===== config.mk =====
export PLATFORM = sky130hd
export DESIGN_NAME = mem_arb_flat
export DESIGN_NICKNAME = d
export VERILOG_FILES = /design/src/rtl/mem_arb_pkg.sv /design/src/rtl/mem_arb_if.sv /design/src/rtl/mem_arb_rr_arb2.sv /design/src/rtl/mem_arb.sv /design/src/flat_wrapper.sv
export SDC_FILE = /design/constraint.sdc
export NUM_CORES = 1
export LEC_CHECK = 0
export ABC_CLOCK_PERIOD_IN_PS = 2290
export CAP_MARGIN = 20
export CORE_MARGIN = 10
export CORE_UTILIZATION = 34
export DETAILED_ROUTE_END_ITERATION = 16
export MAX_ROUTING_LAYER = met4
export PLACE_DENSITY = 0.84
export SLEW_MARGIN = 20
export SYNTH_ARGS = -nofsm -noshare
export SYNTH_HDL_FRONTEND = slang
export SYNTH_SLANG_ARGS = --single-unit

===== constraint.sdc =====
create_clock -name clk -period 2.29 [get_ports clk]
set_input_delay 0.458 -clock clk [delete_from_list [all_inputs] [get_ports clk]]
set_output_delay 0.458 -clock clk [all_outputs]
set_load 0.02 [all_outputs]

===== src/rtl/mem_arb_pkg.sv =====
// Shared types for the fetch/data memory arbiter.
// Port identifiers double as the round-robin history encoding.
package mem_arb_pkg;

  typedef enum logic {
    PORT_IF = 1'b0,
    PORT_D  = 1'b1
  } port_e;

  typedef struct packed {
    port_e port;
    logic  is_read;
    logic  err;
  } resp_t;

endpackage


===== src/rtl/mem_arb_if.sv =====
// Requester and memory-side bundle of the arbiter.
// slave is the arbiter's view; master is the core/memory environment's view.
interface mem_arb_if #(
  parameter int NUM_MEM    = 5,
  parameter int REG_WIDTH  = 32,
  parameter int MEM_SELECT = $clog2(NUM_MEM),
  parameter int CNT_WIDTH  = 16
);

  logic                  if_req;
  logic [MEM_SELECT-1:0] if_addr;
  logic                  d_req;
  logic [MEM_SELECT-1:0] d_addr;
  logic                  d_we;
  logic [REG_WIDTH-1:0]  d_wdata;
  logic                  if_gnt;
  logic                  d_gnt;
  logic                  if_rvalid;
  logic                  d_rvalid;
  logic                  if_err;
  logic                  d_err;
  logic [REG_WIDTH-1:0]  rdata;
  logic                  mem_en;
  logic                  mem_we;
  logic [MEM_SELECT-1:0] mem_addr;
  logic [REG_WIDTH-1:0]  mem_wdata;
  logic [REG_WIDTH-1:0]  mem_rdata;
  logic [CNT_WIDTH-1:0]  if_stall_cnt;
  logic [CNT_WIDTH-1:0]  d_stall_cnt;

  modport slave (
    input  if_req, if_addr, d_req, d_addr, d_we, d_wdata, mem_rdata,
    output if_gnt, d_gnt, if_rvalid, d_rvalid, if_err, d_err, rdata,
           mem_en, mem_we, mem_addr, mem_wdata, if_stall_cnt, d_stall_cnt
  );

  modport master (
    output if_req, if_addr, d_req, d_addr, d_we, d_wdata, mem_rdata,
    input  if_gnt, d_gnt, if_rvalid, d_rvalid, if_err, d_err, rdata,
           mem_en, mem_we, mem_addr, mem_wdata, if_stall_cnt, d_stall_cnt
  );

endinterface


===== src/rtl/mem_arb_rr_arb2.sv =====
// Two-way round-robin arbiter; bit 0 is fetch, bit 1 is data.
// Grants are combinational; last_gnt only moves when something is granted.
module rr_arb2
  import mem_arb_pkg::*;
(
  input  logic       clk,
  input  logic       rst,
  input  logic [1:0] req,
  output logic [1:0] gnt,
  output logic       gnt_valid
);

  port_e last_gnt;

  // On a conflict the port that did not win last time goes first
  always_comb begin
    gnt = 2'b00;
    if (!rst) begin
      if (req == 2'b11) begin
        gnt = (last_gnt == PORT_IF) ? 2'b10 : 2'b01;
      end else begin
        gnt = req;
      end
    end
  end

  assign gnt_valid = |gnt;

  always_ff @(posedge clk) begin
    if (rst) begin
      last_gnt <= PORT_IF;
    end else if (gnt[1]) begin
      last_gnt <= PORT_D;
    end else if (gnt[0]) begin
      last_gnt <= PORT_IF;
    end
  end

endmodule


===== src/rtl/mem_arb.sv =====
// Shares one single-port memory between instruction fetch and load/store.
// One grant per cycle, one-cycle read response, out-of-range flagging, stall counters.
module mem_arb
  import mem_arb_pkg::*;
#(
  parameter int NUM_MEM    = 5,
  parameter int REG_WIDTH  = 32,
  parameter int MEM_SELECT = $clog2(NUM_MEM),
  parameter int CNT_WIDTH  = 16
) (
  input  logic      clk,
  input  logic      rst,
  mem_arb_if.slave  bus
);

  localparam logic [MEM_SELECT:0]  ADDR_LIMIT = (MEM_SELECT+1)'(NUM_MEM);
  localparam logic [CNT_WIDTH-1:0] CNT_MAX    = '1;

  logic [1:0]            gnt;
  logic                  gnt_valid;
  logic                  sel_d;
  logic [MEM_SELECT-1:0] sel_addr;
  logic                  sel_err;
  logic                  sel_we;
  resp_t                 resp;
  logic                  resp_valid;
  logic                  resp_live;

  rr_arb2 u_arb (
    .clk       (clk),
    .rst       (rst),
    .req       ({bus.d_req, bus.if_req}),
    .gnt       (gnt),
    .gnt_valid (gnt_valid)
  );

  assign bus.if_gnt = gnt[0];
  assign bus.d_gnt  = gnt[1];

  assign sel_d    = gnt[1];
  assign sel_addr = sel_d ? bus.d_addr : bus.if_addr;
  assign sel_err  = ({1'b0, sel_addr} >= ADDR_LIMIT);
  assign sel_we   = sel_d & bus.d_we;

  // Out-of-range accesses are still granted but never reach the memory
  assign bus.mem_en    = gnt_valid & ~sel_err;
  assign bus.mem_we    = bus.mem_en & sel_we;
  assign bus.mem_addr  = sel_addr;
  assign bus.mem_wdata = bus.d_wdata;

  always_ff @(posedge clk) begin
    if (rst) begin
      resp_valid <= 1'b0;
      resp       <= '0;
    end else begin
      resp_valid <= gnt_valid;
      if (gnt_valid) begin
        resp <= '{port: sel_d ? PORT_D : PORT_IF, is_read: ~sel_we, err: sel_err};
      end
    end
  end

  // A response sitting in the register when reset arrives is dropped immediately
  assign resp_live     = resp_valid & ~rst;
  assign bus.if_rvalid = resp_live & resp.is_read & (resp.port == PORT_IF);
  assign bus.d_rvalid  = resp_live & resp.is_read & (resp.port == PORT_D);
  assign bus.if_err    = resp_live & resp.err & (resp.port == PORT_IF);
  assign bus.d_err     = resp_live & resp.err & (resp.port == PORT_D);
  assign bus.rdata     = (resp_live & resp.is_read & ~resp.err) ? bus.mem_rdata : '0;

  always_ff @(posedge clk) begin
    if (rst) begin
      bus.if_stall_cnt <= '0;
    end else if (bus.if_req && !gnt[0] && bus.if_stall_cnt != CNT_MAX) begin
      bus.if_stall_cnt <= bus.if_stall_cnt + 1'b1;
    end
  end

  always_ff @(posedge clk) begin
    if (rst) begin
      bus.d_stall_cnt <= '0;
    end else if (bus.d_req && !gnt[1] && bus.d_stall_cnt != CNT_MAX) begin
      bus.d_stall_cnt <= bus.d_stall_cnt + 1'b1;
    end
  end

endmodule


===== src/flat_wrapper.sv =====
// flat-port wrapper written by rule: the top's interface ports become plain ports
module mem_arb_flat import mem_arb_pkg::*;
#(
  parameter int NUM_MEM    = 5,
  parameter int REG_WIDTH  = 32,
  parameter int MEM_SELECT = $clog2(NUM_MEM),
  parameter int CNT_WIDTH  = 16
)
  (clk, rst, bus_if_req, bus_if_addr, bus_d_req, bus_d_addr, bus_d_we, bus_d_wdata, bus_mem_rdata, bus_if_gnt, bus_d_gnt, bus_if_rvalid, bus_d_rvalid, bus_if_err, bus_d_err, bus_rdata, bus_mem_en, bus_mem_we, bus_mem_addr, bus_mem_wdata, bus_if_stall_cnt, bus_d_stall_cnt);
  mem_arb_if #(.NUM_MEM(NUM_MEM), .REG_WIDTH(REG_WIDTH), .MEM_SELECT(MEM_SELECT), .CNT_WIDTH(CNT_WIDTH)) bus_i ();
  input  logic clk;
  input  logic rst;
  input wire logic [$bits(bus_i.if_req)-1:0] bus_if_req;
  input wire logic [$bits(bus_i.if_addr)-1:0] bus_if_addr;
  input wire logic [$bits(bus_i.d_req)-1:0] bus_d_req;
  input wire logic [$bits(bus_i.d_addr)-1:0] bus_d_addr;
  input wire logic [$bits(bus_i.d_we)-1:0] bus_d_we;
  input wire logic [$bits(bus_i.d_wdata)-1:0] bus_d_wdata;
  input wire logic [$bits(bus_i.mem_rdata)-1:0] bus_mem_rdata;
  output wire logic [$bits(bus_i.if_gnt)-1:0] bus_if_gnt;
  output wire logic [$bits(bus_i.d_gnt)-1:0] bus_d_gnt;
  output wire logic [$bits(bus_i.if_rvalid)-1:0] bus_if_rvalid;
  output wire logic [$bits(bus_i.d_rvalid)-1:0] bus_d_rvalid;
  output wire logic [$bits(bus_i.if_err)-1:0] bus_if_err;
  output wire logic [$bits(bus_i.d_err)-1:0] bus_d_err;
  output wire logic [$bits(bus_i.rdata)-1:0] bus_rdata;
  output wire logic [$bits(bus_i.mem_en)-1:0] bus_mem_en;
  output wire logic [$bits(bus_i.mem_we)-1:0] bus_mem_we;
  output wire logic [$bits(bus_i.mem_addr)-1:0] bus_mem_addr;
  output wire logic [$bits(bus_i.mem_wdata)-1:0] bus_mem_wdata;
  output wire logic [$bits(bus_i.if_stall_cnt)-1:0] bus_if_stall_cnt;
  output wire logic [$bits(bus_i.d_stall_cnt)-1:0] bus_d_stall_cnt;
  assign bus_i.if_req = bus_if_req;
  assign bus_i.if_addr = bus_if_addr;
  assign bus_i.d_req = bus_d_req;
  assign bus_i.d_addr = bus_d_addr;
  assign bus_i.d_we = bus_d_we;
  assign bus_i.d_wdata = bus_d_wdata;
  assign bus_i.mem_rdata = bus_mem_rdata;
  assign bus_if_gnt = bus_i.if_gnt;
  assign bus_d_gnt = bus_i.d_gnt;
  assign bus_if_rvalid = bus_i.if_rvalid;
  assign bus_d_rvalid = bus_i.d_rvalid;
  assign bus_if_err = bus_i.if_err;
  assign bus_d_err = bus_i.d_err;
  assign bus_rdata = bus_i.rdata;
  assign bus_mem_en = bus_i.mem_en;
  assign bus_mem_we = bus_i.mem_we;
  assign bus_mem_addr = bus_i.mem_addr;
  assign bus_mem_wdata = bus_i.mem_wdata;
  assign bus_if_stall_cnt = bus_i.if_stall_cnt;
  assign bus_d_stall_cnt = bus_i.d_stall_cnt;
  mem_arb #(.NUM_MEM(NUM_MEM), .REG_WIDTH(REG_WIDTH), .MEM_SELECT(MEM_SELECT), .CNT_WIDTH(CNT_WIDTH)) u_core (.clk(clk), .rst(rst), .bus(bus_i));
endmodule

==> metrics.md <==
| Metric | Value |
|---|---|
| CP Data Required Time | `1.83 ns` |
| Cells after DPL | `459` |
| DR top layer | `met4` |
| Unrepaired setup endpoints after global routing | `false` |
| R2R setup slack | `0.32 ns` |
| Die Ht | `103 um` |
| Rows | `30` |
| Total Wirelength | `8150 um` |
| Synth Net Count | `368` |
| Flop pwr share | `42.8%` |
| WL/cell | `17.3 um` |
| Placer congestion estimate | `0.887` |
| Reg2reg end | `u_core.bus.if_stall_cnt[14]` |
| # Max-Cap Violations | `0` |
| Worst min path class | `reg -> reg` |
| Antenna cell count | `0` |
| Die Wd | `103 um` |
| Worst r2r src | `u_core.bus.if_stall_cnt[0]` |
| WL met1 | `3310 um` |
| IO buf count | `117` |
| Post-route core utilization | `51.2%` |
| Cell variety after synth | `46` |
| Area contributors post-synth | `dfxtp_1 (31%), buf_4 (10%), and2_1 (8.8%)` |
| Num CTS Buffers | `5` |
| First-pass GRT wire length | `12300 um` |
| Mapped Area | `2350 um^2` |
| Fin crit share | `98.0%` |
| Share of the synthesized area in the top cell type | `30.7%` |
| Post-route insts no fill | `472` |
| Worst hold start | `u_core.bus.d_stall_cnt[6]` |
| H-Tree Level Count | `2` |
| Critical path fanouts, max | `4` |
| Initial antenna violation count | `0` |
| WL met2 | `4310 um` |
| Mean post-synth cell area | `8.07 um^2` |
| Combinational share of power | `17.2%` |
| Slew margin rel. | `63.1%` |
| F_max | `446 MHz` |
| Grt ovf | `0` |
| Num Clock Sinks | `36` |
| Synth warnings | `0` |
| Seq/Total Area, Yosys | `30.7%` |
| Post-synth ARST share | `0%` |
| Worst slew pin tran | `0.549 ns` |
| Worst Setup Start Kind | `input pin` |
| Clk root buf | `clkbuf_8` |
| Final hold viol count | `0` |
| Power per cell area | `439 nW/um^2` |
| Hold endpoint | `u_core.bus.d_stall_cnt[6]` |
| Crit end category | `primary output` |
| Setup Skew | `0.00435 ns` |
| Internal Power | `0.00116 W` |
| CORE AREA | `6760 um^2` |
| Top Ports | `182` |
| Reg clk slew, reported paths | `0.07 ns` |
| Synth Flop Type | `dfxtp_1` |
| Status | `completed` |
| FF-to-FF path depth | `6` |
| Area delta synth->final | `47.2%` |
| Violation count after the first detailed-route iteration | `58` |
| Layout Nets | `468` |
| Post-DRT Antenna Nets | `0` |
| Leak pwr | `1.49 nW` |
| Critical Path AT | `1.79 ns` |
| First-pass DRT Iterations | `4` |
| Met3 WL | `506 um` |
| Peak VDD IR | `0.374 mV` |
| DP Wirelength | `6480 um` |
| DRC Markers | `0` |
| Vias | `2311` |
| Commonest non-fill, non-tap cell in the layout | `clkdlybuf4s50_1` |
| Hold Crit Depth | `2` |
| Largest net degree at the start of global routing | `38` |
| NetSw | `0.000353 W` |
| Bufs on Longest Clock Path | `2` |
| Sw Share | `23.2%` |
| CTS tree | `done` |
| Initial Util | `34.8%` |
| Minimum clock period | `2.24 ns` |
| Gr usage total | `14.9%` |
| Setup violators final | `0` |
| Die footprint | `10600 um^2` |
| Commonest non-fill, non-tap cells in the layout | `clkdlybuf4s50_1 (71), nor2_1 (36), dfxtp_1 (36)` |
| Post-CTS Hold Buffers | `0` |
| Vias per Instance | `4.90` |
| Syn Inst Count | `291` |
| Setup CP Type | `in -> out` |
| Share of post-route cells with drive strength above 1 | `19.1%` |
| Clock power share | `40.0%` |
| Flops & latches, synth | `36` |
| Yosys top cell by area | `dfxtp_1` |
| Post-synth EDFFs | `0` |
| Vias in the first global route | `2394` |
| Max-slew violations | `0` |
| Skew-Pair Late Insertion Delay | `0.28 ns` |
## metal layers
metal  global-route usage, %  up-vias
met5                       -        -
met4                    2.99        0
met3                    3.75        4
met2                    25.3       68
met1                    17.5     1082
li1                        -     1157
## worst max path at each step
stage,start,end,cells after the start
after floorplan,rst,bus_rdata[10],5
after global placement,rst,bus_rdata[31],7
final,rst,bus_mem_addr[1],5
after CTS,rst,bus_rdata[6],7
after detailed placement,rst,bus_rdata[6],7
after global routing,bus_if_req,bus_mem_addr[1],6
## logic make-up (layout without fill, tap and decap cells)
family          Yosys count  count (layout)  synth area share, %
buf+inv                  50             151                 13.6
xor+xnor                 23              23                 8.58
flops                    36              36                 30.7
compound gates           30              30                 8.95
mux                       6               6                 2.72
fa+ha+maj                 2               2                 1.07
simple gates            144             144                 34.4
## repair_timing
item / 4_1_cts / 5_1_grt
cloned: 1 / 0
pin swaps: 2 / 0
setup endpoints to repair: 43 / 6
buffers inserted: 4 / 0
gates resized for setup: 150 / 6
## cells in the mapped netlist, types with 3 or more instances
master / number
o21ai_0: 5
nor2_1: 37
xnor2_1: 17
dfxtp_1: 36
and2_1: 33
clkbuf_1: 6
nand2_1: 18
xor2_1: 6
o211ai_1: 6
nand4_1: 3
buf_4: 32
a21oi_1: 6
buf_2: 4
and3_1: 10
a211oi_1: 4
mux2i_1: 3
nor3_1: 10
nand3_1: 7
inv_1: 7
nor4_1: 7
or3_1: 3
mux2_2: 3
## state kept, by name, indices dropped and copies added (netlist names)
| register | flops |
|---|---|
| u_core.bus.d_stall_cnt | 16 |
| u_core.u_arb.last_gnt | 1 |
| u_core.bus.if_stall_cnt | 16 |
| u_core.resp | 2 |
| u_core.resp_valid | 1 |
## stage by stage
step | cell area (um^2) | hold slack (ns) | setup slack [ns] | total power (W) | TNS (ns)
after floorplan | 2350 | 0.490 | 0.480 | 0.000845 | 0
after global placement | 3430 | 0.502 | -0.443 | 0.000928 | -17.72
after detailed placement | 3430 | 0.528 | -0.463 | 0.000930 | -19.25
after CTS | 3440 | 0.552 | 0.0300 | 0.00153 | 0
after global routing | 3460 | 0.575 | 0.000770 | 0.00158 | 0
final | 3460 | 0.540 | 0.0460 | 0.00152 | 0
## critical path: stages
cell           delay (ns)
dlygate4sd2_1        0.27
nand3b_1             0.26
buf_4                0.19
mux2_2               0.27
dlygate4sd2_1        0.33
## power groups by stage
stage                     Clock (W)  Combinational (W)  Sequential, W
final                      0.000607           0.000260       0.000650
after global routing       0.000652           0.000280       0.000652
after CTS                  0.000622           0.000262       0.000649
after detailed placement          0           0.000267       0.000663
after global placement            0           0.000265       0.000662
after floorplan                   0           0.000175       0.000670
## area by class of cell
cell class	instances	area, um^2
Clock buffer	7	96.3
Clock inverter	1	30.0
Fill cell	629	3300
Inverter	7	26.3
Multi-Input combinational cell	205	1320
Sequential cell	36	721
Tap cell	80	100
Timing Repair Buffer	136	1170
(Power assumes the default switching activity.)
